[src/rtl/dpram_port_arbiter.sv]
// rtl/dpram_port_arbiter.sv - two-requester arbiter driving the two ports of a dual-port RAM
// Each requester owns one RAM port; same-address conflicts involving a write are settled round-robin.
module dpram_port_arbiter #(
    parameter int WIDTH = 8,
    parameter int ADDR  = 2
) (
    input  logic             clk,
    input  logic             rst,
    input  logic             req_a,
    input  logic             we_a,
    input  logic [ADDR-1:0]  addr_a,
    input  logic [WIDTH-1:0] wdata_a,
    input  logic             req_b,
    input  logic             we_b,
    input  logic [ADDR-1:0]  addr_b,
    input  logic [WIDTH-1:0] wdata_b,
    output logic             gnt_a,
    output logic             gnt_b,
    output logic             rvalid_a,
    output logic             rvalid_b,
    output logic [WIDTH-1:0] rdata_a,
    output logic [WIDTH-1:0] rdata_b,
    output logic             ram_cs_p0,
    output logic             ram_cs_p1,
    output logic             ram_wr_rd_p0,
    output logic             ram_wr_rd_p1,
    output logic             ram_oe_p0,
    output logic             ram_oe_p1,
    output logic [ADDR-1:0]  ram_addr_p0,
    output logic [ADDR-1:0]  ram_addr_p1,
    output logic [WIDTH-1:0] ram_wdata_p0,
    output logic [WIDTH-1:0] ram_wdata_p1,
    output logic             ram_drv_p0,
    output logic             ram_drv_p1,
    input  logic [WIDTH-1:0] ram_rdata_p0,
    input  logic [WIDTH-1:0] ram_rdata_p1
);

    typedef enum logic [1:0] {IDLE, WRITE, READ, RDATA} state_t;

    state_t           state_q [2];
    state_t           state_d [2];
    logic             cs_q [2], cs_d [2];
    logic             wr_q [2], wr_d [2];
    logic             oe_q [2], oe_d [2];
    logic             drv_q [2], drv_d [2];
    logic [ADDR-1:0]  addr_q [2], addr_d [2];
    logic [WIDTH-1:0] wdata_q [2], wdata_d [2];
    logic             rvalid_q [2], rvalid_d [2];
    logic [WIDTH-1:0] rdata_q [2], rdata_d [2];
    logic             prio_q, prio_d;

    logic             req [2];
    logic             we [2];
    logic [ADDR-1:0]  addr [2];
    logic [WIDTH-1:0] wdata [2];
    logic [WIDTH-1:0] ram_rdata [2];
    logic             grantable [2];
    logic             gnt [2];
    logic             collide;

    assign req[0]       = req_a;
    assign req[1]       = req_b;
    assign we[0]        = we_a;
    assign we[1]        = we_b;
    assign addr[0]      = addr_a;
    assign addr[1]      = addr_b;
    assign wdata[0]     = wdata_a;
    assign wdata[1]     = wdata_b;
    assign ram_rdata[0] = ram_rdata_p0;
    assign ram_rdata[1] = ram_rdata_p1;

    // prio_q: 0 = A holds priority, 1 = B holds priority
    always_comb begin
        prio_d = prio_q;
        for (int i = 0; i < 2; i++) begin
            grantable[i] = req[i] && (state_q[i] != READ);
        end
        collide = grantable[0] && grantable[1] && (addr[0] == addr[1]) && (we[0] || we[1]);
        gnt[0]  = !rst && grantable[0] && !(collide && prio_q);
        gnt[1]  = !rst && grantable[1] && !(collide && !prio_q);
        if (collide) begin
            prio_d = ~prio_q;
        end

        for (int i = 0; i < 2; i++) begin
            state_d[i] = IDLE;
            if (gnt[i]) begin
                state_d[i] = we[i] ? WRITE : READ;
            end else if (state_q[i] == READ) begin
                state_d[i] = RDATA;
            end

            cs_d[i]  = (state_d[i] != IDLE);
            wr_d[i]  = (state_d[i] == WRITE);
            oe_d[i]  = (state_d[i] == RDATA);
            drv_d[i] = (state_d[i] == WRITE);

            // Address stays on the bus from READ through RDATA; the bus idles at zero otherwise.
            addr_d[i] = '0;
            if (gnt[i]) begin
                addr_d[i] = addr[i];
            end else if (state_d[i] == RDATA) begin
                addr_d[i] = addr_q[i];
            end
            wdata_d[i] = (gnt[i] && we[i]) ? wdata[i] : '0;

            rvalid_d[i] = (state_q[i] == RDATA);
            rdata_d[i]  = (state_q[i] == RDATA) ? ram_rdata[i] : rdata_q[i];
        end
    end

    always_ff @(posedge clk) begin
        if (rst) begin
            prio_q <= 1'b0;
            for (int i = 0; i < 2; i++) begin
                state_q[i]  <= IDLE;
                cs_q[i]     <= 1'b0;
                wr_q[i]     <= 1'b0;
                oe_q[i]     <= 1'b0;
                drv_q[i]    <= 1'b0;
                addr_q[i]   <= '0;
                wdata_q[i]  <= '0;
                rvalid_q[i] <= 1'b0;
                rdata_q[i]  <= '0;
            end
        end else begin
            prio_q <= prio_d;
            for (int i = 0; i < 2; i++) begin
                state_q[i]  <= state_d[i];
                cs_q[i]     <= cs_d[i];
                wr_q[i]     <= wr_d[i];
                oe_q[i]     <= oe_d[i];
                drv_q[i]    <= drv_d[i];
                addr_q[i]   <= addr_d[i];
                wdata_q[i]  <= wdata_d[i];
                rvalid_q[i] <= rvalid_d[i];
                rdata_q[i]  <= rdata_d[i];
            end
        end
    end

    assign gnt_a        = gnt[0];
    assign gnt_b        = gnt[1];
    assign rvalid_a     = rvalid_q[0];
    assign rvalid_b     = rvalid_q[1];
    assign rdata_a      = rdata_q[0];
    assign rdata_b      = rdata_q[1];
    assign ram_cs_p0    = cs_q[0];
    assign ram_cs_p1    = cs_q[1];
    assign ram_wr_rd_p0 = wr_q[0];
    assign ram_wr_rd_p1 = wr_q[1];
    assign ram_oe_p0    = oe_q[0];
    assign ram_oe_p1    = oe_q[1];
    assign ram_addr_p0  = addr_q[0];
    assign ram_addr_p1  = addr_q[1];
    assign ram_wdata_p0 = wdata_q[0];
    assign ram_wdata_p1 = wdata_q[1];
    assign ram_drv_p0   = drv_q[0];
    assign ram_drv_p1   = drv_q[1];

endmodule

[config.mk]
export PLATFORM = sky130hd
export DESIGN_NAME = dpram_port_arbiter
export DESIGN_NICKNAME = d
export VERILOG_FILES = /design/src/rtl/dpram_port_arbiter.sv
export SDC_FILE = /design/constraint.sdc
export NUM_CORES = 1
export LEC_CHECK = 0
export BUFFER_PORTS_ARGS = -buffer_cell sky130_fd_sc_hd__clkbuf_2
export CORE_UTILIZATION = 44
export CTS_CLUSTER_SIZE = 16
export DETAILED_ROUTE_END_ITERATION = 12
export MAX_ROUTING_LAYER = met4
export PLACE_DENSITY_LB_ADDON = 0.1
export SETUP_SLACK_MARGIN = 0.5
export SLEW_MARGIN = 25
export SYNTH_ARGS = -nofsm -noshare
export SYNTH_HDL_FRONTEND = slang
export SYNTH_SLANG_ARGS = --single-unit
[constraint.sdc]
create_clock -name clk -period 1.85 [get_ports clk]
set_input_delay 0.185 -clock clk [delete_from_list [all_inputs] [get_ports clk]]
set_output_delay 0.185 -clock clk [all_outputs]
set_load 0.02 [all_outputs]
; ---- After elaboration in Yosys (flattened, before gate mapping)
; Memories as Yosys holds them, arrays and structs flattened.
; Index checks and enable logic that the tools add are counted.
; Widths: inputs -> output; s select.
[classes]
n_eq_ne = 11
n_mux = 35
bitwise_logic = 19
reduce_logical = 20
[ops]
columns = cell, n
row1 = $mux 8, 8
row2 = $mux 2, 14
row3 = $or 1x1->1, 18
row4 = $logic_and 1x1->1, 13
row5 = $mux 1, 13
row6 = $eq 2x2->1 const B, 6
row7 = $eq 2x1->1 const B, 2
row8 = $logic_not 1->1, 4
row9 = $ne 2x2->1 const B, 2
row10 = $reduce_bool 2->1, 2
row11 = $eq 2x2->1, 1
row12 = $logic_or 1x1->1, 1
row13 = $not 1->1, 1
[word_totals]
regBits = 1
ram_bits = 50
in_bits = 42
output_inout_bits = 48
wordCells = 95
n_memories = 9
[memory_table]
columns = name, depth, word_bits, read_ports, rd_ports_with_merged_regs, write_ports, line_no
row1 = rdata_q, 2, 8, 2, 0, 2, 50  ; logic [WIDTH-1:0] rdata_q [2], rdata_d [2];
row2 = wdata_q, 2, 8, 2, 0, 2, 48  ; logic [WIDTH-1:0] wdata_q [2], wdata_d [2];
row3 = addr_q, 2, 2, 2, 0, 2, 47  ; logic [ADDR-1:0] addr_q [2], addr_d [2];
row4 = state_q, 2, 2, 2, 0, 2, 41  ; state_t state_q [2];
row5 = cs_q, 2, 1, 2, 0, 2, 43  ; logic cs_q [2], cs_d [2];
row6 = drv_q, 2, 1, 2, 0, 2, 46  ; logic drv_q [2], drv_d [2];
row7 = 3 more memories, --, --, --, --, --, --

; ---- Longest topological paths before layout
[logic_depth]
depth_word = 13
depth_mapped = 7
mapped_depth_nobuf = 4

; ---- Worst setup path before layout
; Ideal clock, no wire load.
[synth_path]
path_kind = register -> register
from = memory state_q[0][2] (netlist name)
to = memory state_q[0][2] (netlist name)
setup_time_ns = 0.120
t_arrival_ns = 1.283
required_time_ns = 1.730
slack_ns = 0.447
path_stages_with_launch = 8
path_buffers = 3
synth_period_minus_slack_ns = 1.403
cell_sequence = dfxtp_1 buf_6 nand2b_4 buf_6 o2111ai_2 o21ba_1 buf_6 or2_1
[synth_rtl]
columns = element, line_no
row1 = "start, declared", 41

==> impl_metrics.json <==
{
  "status": "finished clean",
  "ir_worst_vdd_uv": 612,
  "multi_input_area_um2": 691,
  "r2r_setup_slack_ns": 0.47,
  "cts_buffers": 5,
  "finalPower_mw": 2.19,
  "timing.fmax_ghz": 0.680,
  "critical_path.startpoint_type": "register",
  "wl_met1_um": 1610,
  "synthArstFlopShare_pct": 0,
  "synth_top_cells_by_count": "dfxtp_1 (49), nand2_1 (21), a21oi_1 (17), and2_1 (17), nand3_1 (17)",
  "min_path_type": "in2reg",
  "critPathCaptureType": "output port",
  "synthTopCellsByArea": "dfxtp_1 (58%), and2_1 (6.3%), a21oi_1 (5.0%), nand3_1 (5.0%), nand2_1 (4.7%)",
  "grt_first_pass_wirelength_um": 5760,
  "area_delta_synth_final_pct": 45.5,
  "finalHoldViolCount": 0,
  "slew_headroom_pct": 71.9,
  "synthesis.nets": 210,
  "n_fill_cell": 310,
  "gp_congestion": 0.793,
  "wl_per_cell_um": 11.2,
  "cp_slowest_stage_delay_ns": 0.33,
  "worstPathArrival_ns": 1.28,
  "slowest_stage": "dfxtp_2",
  "clock_skew_ns": 0.00287,
  "ys_seq_elements": 49,
  "drtIter0Drc": 82,
  "die_width_um": 63.9,
  "crit_family": "simple AND/OR/NAND/NOR gates",
  "drtAntennaViolNets": 0,
  "utilization_pct": 67.1,
  "placed_area_mm2": 0.00217,
  "clock_latency_ns": 0.29,
  "drive_above_1_share_pct": 47.3,
  "syn_area_mm2": 0.00169,
  "start_util_pct": 46.1,
  "antenna_found_initial": 0,
  "synth-seq-area-share_pct": 58.1,
  "yosysMostFrequentCell": "dfxtp_1",
  "antenna_cells": 0,
  "die_area_mm2": 0.00409,
  "cts_hold_buf": 0,
  "required_ns": 1.66,
  "top_level_ports": 90,
  "clock-sinks": 49,
  "dpl.hpwl_um": 2390,
  "synth_top_cell_by_area": "dfxtp_1",
  "timing.critical_path.buf_inv": 1,
  "clk_path_buf_depth": 2,
  "ys.flop_type": "dfxtp_1",
  "final_area_mm2": 0.00246,
  "yosys_warnings": 0,
  "final_net_count": 314,
  "p_leak_nw": 1.14,
  "num_vias": 1517,
  "top_layer": "met4",
  "drc": 0,
  "synth-edff-count": 0,
  "drv_cap": 0,
  "cp_max_fo": 4,
  "rows": 22,
  "yosysUniqueCellTypes": 30,
  "grt_pass1_vias": 1325,
  "drt_wl_total_um": 3610,
  "worstPathCellList": "nand2b_4 -> nand4b_1 -> nor2_4 -> nor2_1 -> buf_4",
  "power.density_mw_per_mm2": 891,
  "viasPerCell": 4.73,
  "synth_top_area_share_pct": 58.1,
  "dr_wl_met3_um": 219,
  "worst_pin_slew_ns": 0.418,
  "cts_tree": "built",
  "finalCritPeriodShare_pct": 79.4,
  "criticalPathCategory": "reg2out",
  "numPortBuffers": 89,
  "avgSynthCellArea_um2": 10.0,
  "grt_max_degree": 23,
  "cts_root_buf": "clkbuf_8",
  "setup_tns_ns": 0,
  "routed-wl-met2_um": 1750,
  "grt-ovfl-total": 0,
  "setup_viol": 0,
  "grt_setup_unrepaired": "yes",
  "clk_pin_slew_ns": 0.08,
  "htree_levels": 2,
  "finalCriticalPeriod_ns": 1.47,
  "syn_inst": 168,
  "ff_latch_area_um2": 988,
  "coreArea_mm2": 0.00366,
  "dieHeight_um": 63.9,
  "dp.cells": 298,
  "maxSlewViolCount": 0,
  "firstDrtPassIters": 4,
  "gr-usage-all-layers_pct": 18.3,
  "fin_cells": 321
}
[placed cells by master (no fill, tap or decap), drive strengths merged, types with 3 or more instances in the layout]
cell type,instances
inv,3
nand2,21
or2,4
and2,17
clkbuf,94
nor2,7
dfxtp,49
buf,19
nand3,17
a21oi,18
[cell type report]
type                       instances  area share [%]
sequential                        49            40.2
inverter                           3           0.458
multi-input combinational        107            28.1
timing repair buffer             106            24.0
tap                               48            2.45
clock inverter                     1            1.22
clock buffer                       7            3.52
[metrics by stage]
step	hold slack, ns	setup slack, ns
floorplan	0.306	0.479
global placement	0.384	0.302
detailed placement	0.390	0.306
CTS	0.0783	0.344
global route	0.0676	0.311
finish	0.0841	0.380
[flip-flops by register name, summed over array words and instances, names as in the netlist, 2 cells and up]
name / count
cs_q: 2
state_q: 4
rvalid_q: 2
rdata_q: 16
oe_q: 2
wr_q: 2
addr_q: 4
wdata_q: 16
[where the power goes]
part | switching [mW] | total (mW) | internal [mW]
registers | 0.0172 | 1.11 | 1.09
clock network | 0.330 | 0.771 | 0.441
logic | 0.166 | 0.305 | 0.139
total | 0.514 | 2.19 | 1.67
[logic make-up after synthesis]
family | synth area share, %
AOI/OAI and AO/OA | 13.6
xor gates and xnor gates | 1.04
and+or+nand+nor | 22.2
DFF | 58.1
buffers and inverters | 5.11
[routing by layer]
layer,track usage (%),vias up
met1,22.8,679
li1,-,774
met3,4.82,4
met5,-,-
met4,5.11,0
met2,29.3,60
[path summary, 6_finish.rpt]
check                      from  depth (start not counted)             end
setup / recovery  state_q[0][0]                          5           gnt_b
hold / removal       wdata_b[5]                          2  wdata_q[0][13]
setup reg to reg         prio_q                          5    addr_q[0][1]
hold reg to reg   rdata_q[0][0]                          2   rdata_q[0][0]
[repair_timing]
| item | 4_1_cts | 5_1_grt |
|---|---|---|
| gates cloned | 1 | 1 |
| buffers inserted | 8 | 5 |
| gates resized for setup | 8 | 9 |
| pin swaps | 6 | 5 |
| hold endpoints to repair | 0 | 0 |
| endpoints found under the setup margin | 21 | 20 |
[worst reg2reg max path: stages, from the launching register on]
cell and delay (ns):
dfxtp_1 0.34, and2_1 0.34, a21oi_4 0.12, buf_4 0.14, buf_4 0.13, a22o_1 0.21
Power figures use the tool's default switching activity.
